**src/rtl/osd_cmd_seq.sv**
```systemverilog
// OSD command sequencer: turns a command into a strobed 16-bit word burst on io_din.
// Optional feature macro: OSD_CMD_INFO_EN (info-window transfers of op 2).
module osd_cmd_seq #(
    parameter int unsigned GAP  = 1,
    parameter int unsigned HOLD = 2
) (
    input  logic        clk_sys,
    input  logic        reset_n,
    input  logic        cmd_valid,
    output logic        cmd_ready,
    input  logic [1:0]  cmd_op,
    input  logic [4:0]  cmd_row,
    input  logic [11:0] info_x,
    input  logic [11:0] info_y,
    input  logic [5:0]  info_w,
    input  logic [5:0]  info_h,
    input  logic [1:0]  info_rot,
    input  logic        wr_valid,
    output logic        wr_ready,
    input  logic [7:0]  wr_data,
    input  logic        abort,
    output logic        io_osd,
    output logic        io_strobe,
    output logic [15:0] io_din,
    output logic        busy,
    output logic        done,
    output logic        err
);

    localparam logic [2:0] ST_IDLE = 3'd0;
    localparam logic [2:0] ST_SEL  = 3'd1;
    localparam logic [2:0] ST_STRB = 3'd2;
    localparam logic [2:0] ST_GAPW = 3'd3;
    localparam logic [2:0] ST_END  = 3'd4;

    localparam logic [1:0] OP_DIS   = 2'd0;
    localparam logic [1:0] OP_EN    = 2'd1;
    localparam logic [1:0] OP_INFO  = 2'd2;
    localparam logic [1:0] OP_WRITE = 2'd3;

    localparam logic [3:0] GAP_LAST  = 4'(GAP - 1);
    localparam logic [2:0] HOLD_LAST = 3'(HOLD - 1);

    function automatic logic [15:0] cmd_word_f(input logic [1:0] op, input logic [4:0] row);
        logic [15:0] w;
        case (op)
            OP_DIS:   w = 16'h0040;
            OP_EN:    w = 16'h0041;
            OP_INFO:  w = 16'h0045;
            OP_WRITE: w = {8'h00, 8'h20 | {3'b000, row}};
            default:  w = 16'h0000;
        endcase
        return w;
    endfunction

    logic [2:0]  state_q, state_d;
    logic [8:0]  cnt_q, cnt_d;
    logic [3:0]  gap_q, gap_d;
    logic [2:0]  hold_q, hold_d;
    logic [1:0]  op_q, op_d;
    logic [4:0]  row_q, row_d;
    logic        errf_q, errf_d;
    logic        cmd_ready_q, osd_q, strobe_q, busy_q, done_q, err_q;
    logic [15:0] din_q, din_d;
    logic [15:0] word_s;
    logic        accept_s, last_s, gap_done_s, wr_take_s, done_d;

    assign accept_s   = cmd_valid && cmd_ready_q;
    assign gap_done_s = (gap_q >= GAP_LAST);

`ifdef OSD_CMD_INFO_EN
    logic [11:0] info_x_q, info_y_q;
    logic [5:0]  info_w_q, info_h_q;
    logic [1:0]  info_rot_q;

    // Info window fields are captured once, at command accept.
    always_ff @(posedge clk_sys or negedge reset_n) begin
        if (!reset_n) begin
            info_x_q   <= 12'h000;
            info_y_q   <= 12'h000;
            info_w_q   <= 6'h00;
            info_h_q   <= 6'h00;
            info_rot_q <= 2'b00;
        end else if (accept_s && (state_q == ST_IDLE)) begin
            info_x_q   <= info_x;
            info_y_q   <= info_y;
            info_w_q   <= info_w;
            info_h_q   <= info_h;
            info_rot_q <= info_rot;
        end else begin
            info_x_q   <= info_x_q;
            info_y_q   <= info_y_q;
            info_w_q   <= info_w_q;
            info_h_q   <= info_h_q;
            info_rot_q <= info_rot_q;
        end
    end
`else
    logic unused_info_s;
    assign unused_info_s = ^{info_x, info_y, info_w, info_h, info_rot};
`endif

    // Last-word detection on the 9-bit word index (index of the word currently on io_din).
    always_comb begin
        case (op_q)
            OP_WRITE: last_s = (cnt_q == 9'd256);
`ifdef OSD_CMD_INFO_EN
            OP_INFO:  last_s = (cnt_q == 9'd5);
`endif
            default:  last_s = (cnt_q == 9'd0);
        endcase
    end

    // Sequencer next-state logic.
    always_comb begin
        state_d   = state_q;
        cnt_d     = cnt_q;
        gap_d     = gap_q;
        hold_d    = hold_q;
        op_d      = op_q;
        row_d     = row_q;
        errf_d    = errf_q;
        wr_take_s = 1'b0;
        case (state_q)
            ST_IDLE: begin
                if (accept_s) begin
                    op_d   = cmd_op;
                    row_d  = cmd_row;
                    hold_d = 3'd0;
`ifdef OSD_CMD_INFO_EN
                    errf_d  = 1'b0;
                    state_d = ST_SEL;
`else
                    // Info transfers are rejected outright: straight to the final END cycle.
                    if (cmd_op == OP_INFO) begin
                        errf_d  = 1'b1;
                        hold_d  = HOLD_LAST;
                        state_d = ST_END;
                    end else begin
                        errf_d  = 1'b0;
                        state_d = ST_SEL;
                    end
`endif
                end else begin
                    state_d = ST_IDLE;
                end
            end
            ST_SEL: begin
                if (abort) begin
                    errf_d  = 1'b1;
                    hold_d  = 3'd0;
                    state_d = ST_END;
                end else begin
                    cnt_d   = 9'd0;
                    state_d = ST_STRB;
                end
            end
            ST_STRB: begin
                if (abort) begin
                    errf_d  = 1'b1;
                    hold_d  = 3'd0;
                    state_d = ST_END;
                end else begin
                    gap_d   = 4'd0;
                    state_d = ST_GAPW;
                end
            end
            ST_GAPW: begin
                if (abort) begin
                    errf_d  = 1'b1;
                    hold_d  = 3'd0;
                    state_d = ST_END;
                end else if (!gap_done_s) begin
                    gap_d = gap_q + 4'd1;
                end else if (last_s) begin
                    hold_d  = 3'd0;
                    state_d = ST_END;
                end else if ((op_q == OP_WRITE) && !wr_valid) begin
                    state_d = ST_GAPW;
                end else begin
                    wr_take_s = (op_q == OP_WRITE);
                    cnt_d     = cnt_q + 9'd1;
                    state_d   = ST_STRB;
                end
            end
            ST_END: begin
                if (hold_q >= HOLD_LAST) begin
                    state_d = ST_IDLE;
                end else begin
                    hold_d = hold_q + 3'd1;
                end
            end
            default: begin
                state_d = ST_IDLE;
            end
        endcase
    end

    // Word selected for the next strobe, indexed by the next word count.
    always_comb begin
        if (cnt_d == 9'd0) begin
            word_s = cmd_word_f(op_q, row_q);
        end else if (op_q == OP_WRITE) begin
            word_s = {8'h00, wr_data};
        end else begin
`ifdef OSD_CMD_INFO_EN
            case (cnt_d[2:0])
                3'd1:    word_s = {4'h0, info_x_q};
                3'd2:    word_s = {4'h0, info_y_q};
                3'd3:    word_s = {10'h000, info_w_q};
                3'd4:    word_s = {10'h000, info_h_q};
                3'd5:    word_s = {14'h0000, info_rot_q};
                default: word_s = 16'h0000;
            endcase
`else
            word_s = 16'h0000;
`endif
        end
    end

    // Output word is loaded on entry to STRB and held through the gap.
    always_comb begin
        if ((state_d == ST_STRB) && (state_q != ST_STRB)) begin
            din_d = word_s;
        end else begin
            din_d = din_q;
        end
        done_d = (state_d == ST_END) && (hold_d >= HOLD_LAST);
    end

    // State, counters and latched command fields.
    always_ff @(posedge clk_sys or negedge reset_n) begin
        if (!reset_n) begin
            state_q <= ST_IDLE;
            cnt_q   <= 9'd0;
            gap_q   <= 4'd0;
            hold_q  <= 3'd0;
            op_q    <= 2'd0;
            row_q   <= 5'd0;
            errf_q  <= 1'b0;
        end else begin
            state_q <= state_d;
            cnt_q   <= cnt_d;
            gap_q   <= gap_d;
            hold_q  <= hold_d;
            op_q    <= op_d;
            row_q   <= row_d;
            errf_q  <= errf_d;
        end
    end

    // Registered outputs decoded from the next state so they line up with it.
    always_ff @(posedge clk_sys or negedge reset_n) begin
        if (!reset_n) begin
            cmd_ready_q <= 1'b0;
            osd_q       <= 1'b0;
            strobe_q    <= 1'b0;
            busy_q      <= 1'b0;
            done_q      <= 1'b0;
            err_q       <= 1'b0;
            din_q       <= 16'h0000;
        end else begin
            cmd_ready_q <= (state_d == ST_IDLE);
            osd_q       <= (state_d == ST_SEL) || (state_d == ST_STRB) || (state_d == ST_GAPW);
            strobe_q    <= (state_d == ST_STRB);
            busy_q      <= (state_d != ST_IDLE);
            done_q      <= done_d;
            err_q       <= done_d && errf_d;
            din_q       <= din_d;
        end
    end

    assign cmd_ready = cmd_ready_q;
    assign io_osd    = osd_q;
    assign io_strobe = strobe_q;
    assign io_din    = din_q;
    assign busy      = busy_q;
    assign done      = done_q;
    assign err       = err_q;
    // Handshake ack must coincide with the consuming edge, so it stays combinational.
    assign wr_ready  = wr_take_s;

endmodule

```
**config.mk**
```make
export PLATFORM = sky130hd
export DESIGN_NAME = osd_cmd_seq
export DESIGN_NICKNAME = d
export VERILOG_FILES = /design/src/rtl/osd_cmd_seq.sv
export SDC_FILE = /design/constraint.sdc
export NUM_CORES = 1
export LEC_CHECK = 0
export ABC_AREA = 1
export BUFFER_PORTS_ARGS = -buffer_cell sky130_fd_sc_hd__buf_2
export CORE_MARGIN = 2
export CORE_UTILIZATION = 40
export CTS_CLUSTER_DIAMETER = 150
export DETAILED_ROUTE_END_ITERATION = 10
export GPL_TIMING_DRIVEN = 0
export PLACE_DENSITY_LB_ADDON = 0.08
export SETUP_SLACK_MARGIN = 0.3
export SYNTH_ARGS = -nofsm -noshare
export SYNTH_HDL_FRONTEND = slang
export SYNTH_SLANG_ARGS = --single-unit
export TNS_END_PERCENT = 5
```
**constraint.sdc**
```tcl
create_clock -name clk_sys -period 2.6 [get_ports clk_sys]
set_clock_uncertainty 0.05 [all_clocks]
set_input_delay 0.26 -clock clk_sys [delete_from_list [all_inputs] [get_ports clk_sys]]
set_output_delay 0.26 -clock clk_sys [all_outputs]
set_load 0.02 [all_outputs]
```
---- Yosys cells after proc, flatten, opt, wreduce, memory -nomap -nowiden ----
Cells that the tools add are included.
storage, ports and cells
  logic and storage cells ................. 97
  flip-flop bits (word level) ............. 49
  output and inout bits ................... 23
  input bits .............................. 58
cells by class
  $add $sub $neg .......................... 3
  equality and inequality tests ........... 17
  magnitude comparators ................... 3
  reductions and logical operators ........ 19
  mux-type cells .......................... 41
operators with widths
  cell                                                               count
  case mux 16 bit (4 select lines)                                   1
  2-to-1 mux 9 bit                                                   5
  2-to-1 mux 3 bit                                                   14
  logical NOT 9 bit                                                  2
  case mux 9 bit (2 select lines)                                    1
  2-to-1 mux 16 bit                                                  1
  case mux 3 bit (5 select lines)                                    1
  == test 3 x 2 -> 1 bit, second input constant                      4
  2-to-1 mux 4 bit                                                   3
  case mux 3 bit (4 select lines)                                    1
  2-to-1 mux 1 bit                                                   11
  adder 9 x 1 -> 9 bit, second input constant                        1
  == test 9 bit, second input constant                               1
  2-to-1 mux 8 bit                                                   1
  case mux 4 bit (2 select lines)                                    1
  == test 2 bit, second input constant                               3
  == test 3 x 1 -> 1 bit, second input constant                      2
  == test 3 bit, second input constant                               2
  greater-or-equal comparator 3 x 1 -> 1 bit, second input constant  2
  logical NOT 3 bit                                                  2
  inequality test 2 bit, second input constant                       3
  logical AND 1 bit                                                  5
  adder 4 x 1 -> 4 bit, second input constant                        1
  greater-or-equal comparator 4 x 1 -> 1 bit, second input constant  1
  other kinds (13)                                                   14

---- Longest topological paths before layout ----
Gate-level depths: netlist of the first run.
  word-level depth ........................ 10
  gate-level depth with buffers ........... 17
  mapped depth without buffers ............ 16

---- Worst setup path after synthesis of the first run ----
OpenSTA, ideal clock, no wires.
  path kind ............................... reg2reg
  start point ............................. register cnt_q[0]
  end point ............................... register din_q[0], in the netlist io_din[0]
  path buffers ............................ 1
  clock period less this slack ............ 1793 ps
  required time ........................... 2433 ps
  arrival time ............................ 1626 ps
  cell stages (with the launch flop) ...... 16
  library setup time ...................... 117 ps
  path slack .............................. 807 ps
  cell sequence ........................... dfrtp_1 > inv_1 > ha_1 > nand2_1 > nor2_1 > nand2_2 > buf_6 > nand2_2 > nand2_2 > nand2_1 > a21oi_2 > nand2_2 > nor2_8 > nand3_1 > nand3_1 > nand2_1
between the ends
  cells in the longest elaborated chain, start to end .. 8
  elaborated cells between the ends (all ways) .. 18
  those cells by class .................... add/sub: 1; eq/ne: 2; mux: 12; reduce/logical: 3
RTL lines
  what                                                                                       line      RTL
  start: declaration                                                                         57        logic [8:0] cnt_q, cnt_d;
  start signal: assignment                                                                   243       cnt_q <= cnt_d;
  adder 9 x 1 -> 9 bit, or another cell as far along                                         182       cnt_d = cnt_q + 9'd1;
  2-to-1 mux 9 bit / 2-to-1 mux 1 bit (equally long branches)                                178, 105
  2-to-1 mux 9 bit / 2-to-1 mux 3 bit (equally long branches)                                175       end else if (last_s) begin
  2-to-1 mux 9 bit / 2-to-1 mux 3 bit (equally long branches)                                173       end else if (!gap_done_s) begin
  2-to-1 mux 9 bit / 2-to-1 mux 3 bit (equally long branches)                                169       if (abort) begin
  case mux 9 bit (2 select lines) / case mux 3 bit (5 select lines) (equally long branches)  124       case (state_q)
  logical NOT 9 bit / == test 3 x 2 -> 1 bit (equally long branches)                         201, 223
  2-to-1 mux 16 bit / logical AND 1 bit (equally long branches)                              201, 223
  end signal: assignment                                                                     269       din_q <= din_d;
  end: declaration                                                                           64        logic [15:0] din_q, din_d;
Several ways; a longest one is shown, not always the timed one.
A chain may end at the register's enable or synchronous reset.

---- Worst setup path in the final report of the first run ----
  start point ............................. register op_q[1]
  end point ............................... output wr_ready
between the ends
  cells in the longest elaborated chain, start to end .. 7
  elaborated cells between the ends (all ways) .. 8
  those cells by class .................... eq/ne: 1; mux: 6; reduce/logical: 1
RTL lines
  what                      line           RTL
  start: declaration        60             logic [1:0] op_q, op_d;
  start signal: assignment  246            op_q <= op_d;
  == test 2 bit (*)         105, 178, 181
  logical AND 1 bit         178            end else if ((op_q == OP_WRITE) && !wr_valid) begin
  2-to-1 mux 1 bit          178
  2-to-1 mux 1 bit (*)      175
  2-to-1 mux 1 bit (*)      173
  2-to-1 mux 1 bit (*)      169
  2-to-1 mux 1 bit (*)      124
  end: declaration          19             output logic wr_ready,
Every way passes the cells marked *; elsewhere a longest branch is shown, timed or not.

==> out/results.txt, run 1 <==
Outcome: completed
Clock-pin slew on the worst setup and hold paths: 70 ps
Switch Pwr: 1017 uW
Total congestion overflow: 0
Final Setup Violations: 0
WS Path Type: flop to output pin
Final Max Slew Viols: 0
Reg area: 925.9 sq um
Static leakage: 0.001478 uW
Gate power share: 44.8%
R2r startpoint: op_q[1]
Vias in the first global route: 1739
Final TNS setup: 0 ps
Pwr dens: 919.0 nW/um^2
Fillers: 542
CP endpoint kind: output pin
Io pins: 81
H-Tree Depth: 2
DRT Pass-1 Iters: 5
Critical Path RT: 2290 ps
R2R setup slack: 530 ps
CTS root buf: clkbuf_8
Crit path max fanout: 10
Syn_area_per_cell: 7.400 sq um
Max cap viols: 0
Port Buffers: 34
Min Tclk post-route: 2147 ps
Leading area contributor after synthesis: dfrtp_1
FF-to-FF path depth: 12
Hold Buf Count CTS: 0
Post-synth cell types: 30
Post-synth top area share: 42.85%
Initial core utilization: 41.78%
First-pass GRT wire length: 7817 um
Most frequent cells in the layout: nand2_1 (85), inv_1 (41), dfrtp_1 (37)
Total track usage: 16.39%
Startpoint types: flop
Top cells by area, synth: dfrtp_1 (43%), nand2_1 (15%), inv_1 (7.1%)
Sink Count: 37
Synthesized flop and latch total: 37
Worst VDD drop: 0.4544 mV
Fin crit share: 82.57%
Die Ht: 77.50 um
Post_cts resized: 0
Power Total: 2333 uW
Internal power: 1317 uW
Layout cell share with drive strength beyond 1: 23.10%
Die area: 6006 sq um
Min-Delay Path Class: input pin to asynchronous set/reset pin
Post-route ant nets: 0
Iter 0 DRT Violations: 50
Largest stage delay, worst path: 420 ps
Worst-Margin Slew: 843.8 ps
Initial antenna violation count: 0
Switching share of power: 43.57%
Multi-input gate area: 997.2 sq um
Syn Inst Count: 292
Seq pwr share: 38.4%
Critical-path cell list: nand2_2 > inv_2 > nand2_1 > nand2_1 > nand2_2 > buf_6 > nand3_4 > nor3_1 > buf_2
CP max-delay cell: dfrtp_1
FP Rows: 26
Max_slew headroom: 43.75%
Worst skew pair latency: 290 ps
TritonCTS Buffers: 5
Detail Placement HPWL: 3447 um
Seq/Total Area, Yosys: 42.85%
Post-route DRC: 0
Endpoints failing hold: 0
Layout Nets: 403
Synth warnings: 0
Cell Area, Synth: 2161 sq um
Worst r2r dst: io_din[2]
RSZ-0062 raised after global routing: no
DRT Wirelength: 4580 um
CP arrival: 1840 ps
Area added between synthesis and finish: 17.49%
Clk pwr share: 16.8%
Detailed-route via count: 1857
Clk buf depth: 2
RD Place Congestion: 0.8636
ANT cells: 0
Core area: 5172 sq um
Via/cell ratio: 4.507
F_max: 465.8 MHz
Die span in x: 77.50 um
Most common cell after layout, fill and taps aside: nand2_1
Largest net degree at the start of global routing: 38
CTS tree: built
Routed wire per std cell: 11.12 um
stage by stage:
step	setup slack, ps	std cells	area [sq um]	util, %	hold slack, ps
after global placement	481.8	403	2445	47.27	374.8
after CTS	456.5	411	2531	48.94	56.26
final	453.2	412	2539	49.08	26.52
after global routing	300.4	412	2539	49.08	85.86
after detailed placement	502.5	403	2445	47.27	373.1
after floorplan	807.0	299	2187	-	-85.59
synth_stat cells, drive strengths merged:
master and instances:
or2 2, o22ai 1, nor2 31, conb 1
nand4 4, buf 11, nand2 95, nor3b 1
nand3 31, nor4 1, ha 4, o21bai 1
nor3 2, inv 47, o211ai 1, clkbuf 1
dfrtp 37, o21ai 15, a21oi 6
worst max-delay path: cells and delay by family, from the launching register on:
family	cells	cell delay, ps
simple gates	6	690
buf+inv	3	430
flops	1	420
area by class of cell:
type | instances | area share [%]
repair buffers | 35 | 6.999
multi-input cells | 203 | 39.28
well taps | 70 | 3.450
plain buffers | 12 | 3.351
inverters | 47 | 7.048
clock buffers | 5 | 2.711
clock inverters | 3 | 0.6900
flip-flops and latches | 37 | 36.47
logic make-up (layout without fill, tap and decap cells):
logic type / after synthesis / in the layout / synth area share, %
fa+ha+maj: 4 / 4 / 2.316
compound gates: 24 / 24 / 6.196
flops: 37 / 37 / 42.85
simple gates: 167 / 167 / 36.25
other cells: 1 / 8 / 0.1735
buf+inv: 59 / 102 / 12.22
power by group through the flow:
stage                     Sequential (uW)  Clock, uW  Combinational [uW]
after global placement                905          0                1040
after detailed placement              907          0                1050
after CTS                             897        414                1050
final                                 897        391                1050
after global routing                  928        444                1190
after floorplan                       995          0                 675
registers in the layout, summed over array words and instances, names as in the netlist, 2 cells and up:
| name | flops |
|---|---|
| io_din | 8 |
| cnt_q | 9 |
| hold_q | 3 |
| row_q | 5 |
| op_q | 2 |
| state_q | 3 |
routing by layer:
layer	GRT usage [%]	up-vias	wire length [um]
li1	-	989	-
met1	22.05	826	2287
met2	25.48	34	2057
met3	3.721	8	149
met4	6.786	0	87
met5	0	-	0
worst max-delay path by stage:
stage | slack (ps) | startpoint | endpoint
finish | 450 | op_q[1] | wr_ready
detailed placement | 500 | op_q[1] | io_din[2]
floorplan | 810 | cnt_q[0] | io_din[0]
global route | 300 | op_q[1] | wr_ready
global placement | 480 | op_q[1] | io_din[2]
CTS | 460 | op_q[1] | wr_ready
timing repair:
action | in CTS | in global routing
endpoints found under the hold margin | 0 | 0
buffers inserted | 0 | 1
setup endpoints to repair | 0 | 7
No activity file was read; power rests on OpenSTA's default activity.
==> run 2, diff against run 1 <==
- clock period: 2.6 -> 1.9 ns (I/O delays scaled with it)
==> run 2 against run 1 <==
  * The flow now finishes with violations (setup timing)
  * Global-route usage increased by 0.92 points
  * Via count increased by 5.7%
  * Clock power up 85%
==> out/results.txt, run 2 (synthesized netlist as in run 1, its figures left out) <==
Max_slew headroom: 44.65% (was 43.75%)
Pwr dens: 1291 nW/um^2 (was 919.0 nW/um^2)
Area added between synthesis and finish: 28.20% (was 17.49%)
Post-Layout Cell Count: 423 (was 412)
TritonCTS Buffers: 5 (unchanged)
Clock-pin slew on the worst setup and hold paths: 80 ps (was 70 ps)
Critical Path RT: 2030 ps (was 2290 ps)
Pre-CTS setup slack: -211.6 ps (was 502.5 ps)
Final Setup Violations: 9 (was 0)
Min-Delay Path Class: input pin to flop (was input pin to asynchronous set/reset pin)
Worst skew pair latency: 290 ps (about the same)
Worst VDD drop: 0.8150 mV (was 0.4544 mV)
Core area: 5172 sq um (unchanged)
Initial antenna violation count: 0 (unchanged)
Clk buf depth: 2 (unchanged)
Most common cell after layout, fill and taps aside: nand2_1 (unchanged)
WS Path Type: flop to flop (was flop to output pin)
Max cap viols: 0 (unchanged)
Fillers: 511 (was 542)
Post-route ant nets: 0 (unchanged)
Layout Nets: 414 (was 403)
Most frequent cells in the layout: nand2_1 (78), inv_1 (38), dfrtp_1 (36) (was nand2_1 (85), inv_1 (41), dfrtp_1 (37))
FF-to-FF path depth: 10 (was 12)
Largest register FFs: 9 (unchanged)
Failing checks: setup timing
Layout cell share with drive strength beyond 1: 32.58% (was 23.10%)
CTS root buf: clkbuf_8 (unchanged)
CP arrival: 2190 ps (was 1840 ps)
Detailed-route via count: 1962 (was 1857)
Startpoint types: flop (unchanged)
CTS tree: built (unchanged)
First-pass GRT wire length: 8245 um (was 7817 um)
Post-route DRC: 0 (unchanged)
R2R setup slack: -160 ps (was 530 ps)
Static leakage: 0.001563 uW (was 0.001478 uW)
Vias in the first global route: 1768 (was 1739)
Total congestion overflow: 0 (unchanged)
CP Launch Point: state_q[2] (was op_q[1])
Port Buffers: 34 (unchanged)
Total track usage: 17.31% (was 16.39%)
H-Tree Depth: 2 (unchanged)
CP endpoint kind: flop (was output pin)
Initial core utilization: 41.78% (unchanged)
Routed wire per std cell: 11.47 um (was 11.12 um)
Hold depth: 3
ANT cells: 0 (unchanged)
Fin crit share: 108.6%
Min Tclk post-route: 2064 ps
Critical-path cell list: nor2_2 > o21ai_0 > a21oi_1 > nand2_2 > a21oi_2 > nand2_2 > nor2_8 > nand3_1 > nand3_1 > nand2_1 (was nand2_2 > inv_2 > nand2_1 > nand2_1 > nand2_2 > buf_6 > nand3_4 > nor3_1 > buf_2)
Die Ht: 77.50 um (unchanged)
Crit path max fanout: 7 (was 10)
Via/cell ratio: 4.638 (was 4.507)
Io pins: 81 (unchanged)
Register with the most flip-flops: cnt_q (unchanged)
Iter 0 DRT Violations: 87 (was 50)
Sink Count: 37 (unchanged)
Critical path's top delay family: simple AND/OR/NAND/NOR gates (unchanged)
Outcome: finished, violations left (was completed)
Endpoints failing hold: 0 (unchanged)
Worst-Margin Slew: 830.2 ps (was 843.8 ps)
DRT Wirelength: 4851 um (was 4580 um)
Largest stage delay, worst path: 490 ps (was 420 ps)
End of the critical path: io_din[2] (was wr_ready)
R2r startpoint: state_q[2] (was op_q[1])
Die area: 6006 sq um (unchanged)
F_max: 484.6 MHz
Post-Place Cells: 403 (unchanged)
CP max-delay cell: dfrtp_1 (unchanged)
Critical path depth: 10 (was 9)
Detail Placement HPWL: 3491 um (was 3447 um)
WP buf/inv: 0 (was 3)
FP Rows: 26 (unchanged)
DRT Pass-1 Iters: 4 (was 5)
RSZ-0062 raised after global routing: yes (was no)
Die span in x: 77.50 um (unchanged)
Final Max Slew Viols: 0 (unchanged)
Final Worst Setup Slack: -163.6 ps (was 453.2 ps)
Largest net degree at the start of global routing: 38 (unchanged)
Worst r2r dst: io_din[2] (unchanged)
RD Place Congestion: 0.8503 (was 0.8636)
## run 2: cell count changes in the layout (fill, tap and decap cells not counted), moves of 3 or more
cell and delta:
nor2_1 -3, nand2_1 -7, o21ai_0 -3, nand3_2 +6
nand3_1 -6, buf_4 +10, nand2_2 +5, nor2_2 +3
inv_1 -3
## run 2: cell type report
type	instances	area [sq um]	share of cell area [%]
Inverter	47	181.4	6.549
Multi-Input combinational cell	203	1090	39.34
Clock inverter	2	37.54	1.355
Clock buffer	6	82.58	2.981
Timing Repair Buffer	46	269.0	9.711
Buffer	12	95.09	3.433
Tap cell	70	87.58	3.162
Sequential cell	37	927.1	33.47
## run 2: per-layer routing
metal	up-vias	global-route usage [%]	routed length (um)
li1	1008	-	-
met5	-	0	0
met3	6	3.488	160
met2	35	28.17	2367
met1	913	23.45	2271
met4	0	4.821	52
## run 2: report_power, final
group | switching, uW | internal, uW
clock network | 295 | 427
registers | 179 | 1050
logic | 1020 | 604
## run 2: worst reg2reg max path, delay by kind of cell (launching register included)
kind	cells	cell delay, ps
AO/OA/AOI/OAI	3	550
flip-flops	1	490
AND/OR/NAND/NOR	7	860
## run 2: through the flow
step	TNS [ps]	hold slack (ps)	power [uW]	instance area (sq um)	util [%]
4_1_cts	-903.4	38.17	3492	2626	50.77
2_1_floorplan	0	-155.6	2285	2187	-
3_3_place_gp	-1452	299.1	2666	2445	47.27
6_report	-1081	47.52	3575	2770	53.56
5_1_grt	-2368	52.50	3890	2770	53.56
3_5_place_dp	-1461	299.9	2677	2445	47.27
## run 2: how the worst min path moves through the flow
stage | startpoint | to | slack [ps]
2_1_floorplan | reset_n | busy | -160
3_3_place_gp | reset_n | cnt_q[2] | 300
3_5_place_dp | reset_n | cnt_q[2] | 300
4_1_cts | cmd_row[0] | row_q[0] | 40
5_1_grt | cmd_row[0] | row_q[0] | 50
6_report | cmd_row[0] | row_q[0] | 50
## run 2: timing repair
action	4_1_cts	5_1_grt
setup endpoints to repair	21	26
pin swaps	1	15
setup buffers	3	7
cloned	0	1
hold buffers	1	0
hold endpoints to repair	37	0
resized for setup	10	30
==> run 3, diff against run 2 <==
- REMOVE_ABC_BUFFERS: unset -> 1
==> run 3 against run 2 <==
  * The run still ends with setup timing left
  * Sequential power about the same
  * Final cell count down 0.71%
  * Global-route usage up 0.22 points
  * Critical path type unchanged
  * Critical endpoint is now io_din[3]
  * Largest cell class unchanged
  * Largest power group unchanged
==> out/results.txt, run 3 (synthesized netlist as in run 1, its figures left out) <==
Clock-pin slew on the worst setup and hold paths: 80 ps (about the same)
Final Worst Setup Slack: -70.64 ps (was -163.6 ps)
DRT Pass-1 Iters: 4 (unchanged)
Register with the most flip-flops: cnt_q (unchanged)
Iter 0 DRT Violations: 92 (was 87)
Via/cell ratio: 4.724 (was 4.638)
Min Tclk post-route: 1971 ps (was 2064 ps)
First-pass GRT wire length: 8466 um (was 8245 um)
Core area: 5172 sq um (unchanged)
Area added between synthesis and finish: 30.63% (was 28.20%)
R2r startpoint: cnt_q[0] (was state_q[2])
Outcome: finished, violations left (unchanged)
FP Rows: 26 (unchanged)
Layout Nets: 412 (was 414)
Startpoint types: flop (unchanged)
Io pins: 81 (unchanged)
Sink Count: 37 (unchanged)
R2R setup slack: -70 ps (was -160 ps)
Post-Place Cells: 391 (was 403)
Die area: 6006 sq um (unchanged)
Internal power: 2018 uW (was 2083 uW)
Static leakage: 0.001548 uW (was 0.001563 uW)
Pwr dens: 1279 nW/um^2 (was 1291 nW/um^2)
RD Place Congestion: 0.8100 (was 0.8503)
Worst r2r dst: io_din[3] (was io_din[2])
Final Setup Violations: 9 (unchanged)
Initial core utilization: 41.78% (unchanged)
Seq pwr share: 34.0% (was 34.4%)
Layout cell share with drive strength beyond 1: 37.71% (was 32.58%)
Max_slew headroom: 43.45% (was 44.65%)
Largest register FFs: 9 (unchanged)
Post-Layout Cell Count: 420 (was 423)
Total track usage: 17.53% (was 17.31%)
Max cap viols: 0 (unchanged)
Worst VDD drop: 0.6619 mV (was 0.8150 mV)
Die span in x: 77.50 um (unchanged)
Final Max Slew Viols: 0 (unchanged)
Hold Crit Endpoint: row_q[2] (was row_q[0])
Most frequent cells in the layout: nand2_1 (69), inv_1 (37), dfrtp_1 (33), buf_2 (33), nand3_1 (25) (was nand2_1 (78), inv_1 (38), dfrtp_1 (36))
CTS tree: built (unchanged)
Clk buf depth: 2 (unchanged)
Failing checks: setup timing (unchanged)
CP endpoint kind: flop (unchanged)
TritonCTS Buffers: 5 (unchanged)
Crit path max fanout: 8 (was 7)
Detail Placement HPWL: 3414 um (was 3491 um)
F_max: 507.5 MHz (was 484.6 MHz)
Hold Crit Start: cmd_row[2] (was cmd_row[0])
H-Tree Depth: 2 (unchanged)
Hold depth: 3 (unchanged)
Detailed-route via count: 1984 (was 1962)
Initial antenna violation count: 0 (unchanged)
Switch Pwr: 1591 uW (was 1492 uW)
Fin crit share: 103.7% (was 108.6%)
Post-route DRC: 0 (unchanged)
FF-to-FF path depth: 14 (was 10)
Total congestion overflow: 0 (unchanged)
Worst skew pair latency: 290 ps (about the same)
CP arrival: 2140 ps (was 2190 ps)
Worst-Margin Slew: 848.3 ps (was 830.2 ps)
ANT cells: 0 (unchanged)
CTS root buf: clkbuf_8 (unchanged)
Most common cell after layout, fill and taps aside: nand2_1 (unchanged)
Final TNS setup: -394.4 ps (was -1081 ps)
Fillers: 499 (was 511)
Post-route ant nets: 0 (unchanged)
Switching share of power: 44.08% (was 41.74%)
Endpoints failing hold: 0 (unchanged)
Vias in the first global route: 1879 (was 1768)
DRT Wirelength: 5006 um (was 4851 um)
Port Buffers: 34 (unchanged)
Routed wire per std cell: 11.92 um (was 11.47 um)
Clk pwr share: 15.8% (was 20.2%)
RSZ-0062 raised after global routing: yes (unchanged)
Die Ht: 77.50 um (unchanged)
Largest net degree at the start of global routing: 38 (unchanged)
Gate power share: 50.1% (was 45.4%)
Critical Path RT: 2070 ps (was 2030 ps)
WS Path Type: flop to flop (unchanged)
Min-Delay Path Class: input pin to flop (unchanged)
-- run 3: changes by cell type in the layout (fill, tap and decap cells not counted), moves of 4 or more --
cell,delta
nor2_1,-6
nand2_1,-9
nand2_4,+4
nand2_2,+6
nor2_4,+4
-- run 3: repair_timing --
action / CTS / global route
endpoints found under the setup margin: 26 / 24
hold buffers: 1 / 0
pin swaps: 19 / 19
cloned: 1 / 0
hold endpoints to repair: 30 / 0
resized for setup: 34 / 31
buffers inserted: 16 / 4
-- run 3: area by class of cell --
class	count	area, sq um	area share, %
clock buffers	6	82.58	2.926
clock inverters	1	7.507	0.2660
inverters	47	181.4	6.427
multi-input cells	204	1196	42.38
flip-flops and latches	37	930.9	32.98
well taps	70	87.58	3.103
repair buffers	55	336.6	11.92
-- run 3: stage by stage --
| step | setup slack [ps] | cell area (sq um) | utilization (%) | hold slack [ps] | total power, uW |
|---|---|---|---|---|---|
| finish | -70.64 | 2823 | 54.57 | 55.19 | 3610 |
| global route | -183.0 | 2823 | 54.57 | 49.30 | 3902 |
| CTS | -58.89 | 2696 | 52.13 | 43.42 | 3451 |
| detailed placement | -536.0 | 2360 | 45.62 | 308.8 | 2624 |
| global placement | -534.8 | 2360 | 45.62 | 303.8 | 2611 |
| floorplan | -105.8 | 2102 | - | -155.6 | 2230 |
-- run 3: worst max-delay path, stage by stage (launching register included) --
cell and delay, ps:
dfrtp_1 400, inv_2 90, ha_4 130, nand2_2 50, nor2_4 170, nand2_4 120
nand3_4 100, nor2_1 60, a21oi_2 150, nand2_2 110, nor2_8 160, nand2_4 100
nand2_2 60, nand3_1 60, nand2_1 90
-- run 3: how the worst max path moves through the flow --
stage	from	to	slack (ps)	cells after the start
2_1_floorplan	cnt_q[0]	io_din[1]	-110	14
4_1_cts	cnt_q[1]	io_din[1]	-60	15
6_report	cnt_q[0]	io_din[3]	-70	14
5_1_grt	cnt_q[1]	io_din[3]	-180	14
3_5_place_dp	op_q[1]	io_din[1]	-540	15
3_3_place_gp	op_q[1]	io_din[2]	-530	14
-- run 3: power by group through the flow --
stage	clock network (uW)	logic (uW)	registers, uW
floorplan	0	868	1360
global placement	0	1370	1240
detailed placement	0	1390	1240
CTS	598	1640	1210
global route	623	2020	1260
finish	572	1810	1230
-- run 3: layer usage --
| layer | vias to the layer above | GRT usage (%) | part of all wire [%] | wire length [um] |
|---|---|---|---|---|
| met2 | 46 | 30.17 | 48 | 2380 |
| met5 | - | 0 | 0 | 0 |
| met1 | 918 | 21.60 | 46 | 2289 |
| met4 | 0 | 5.893 | 2.2 | 112 |
| met3 | 11 | 4.070 | 4.5 | 223 |
| li1 | 1009 | - | - | - |
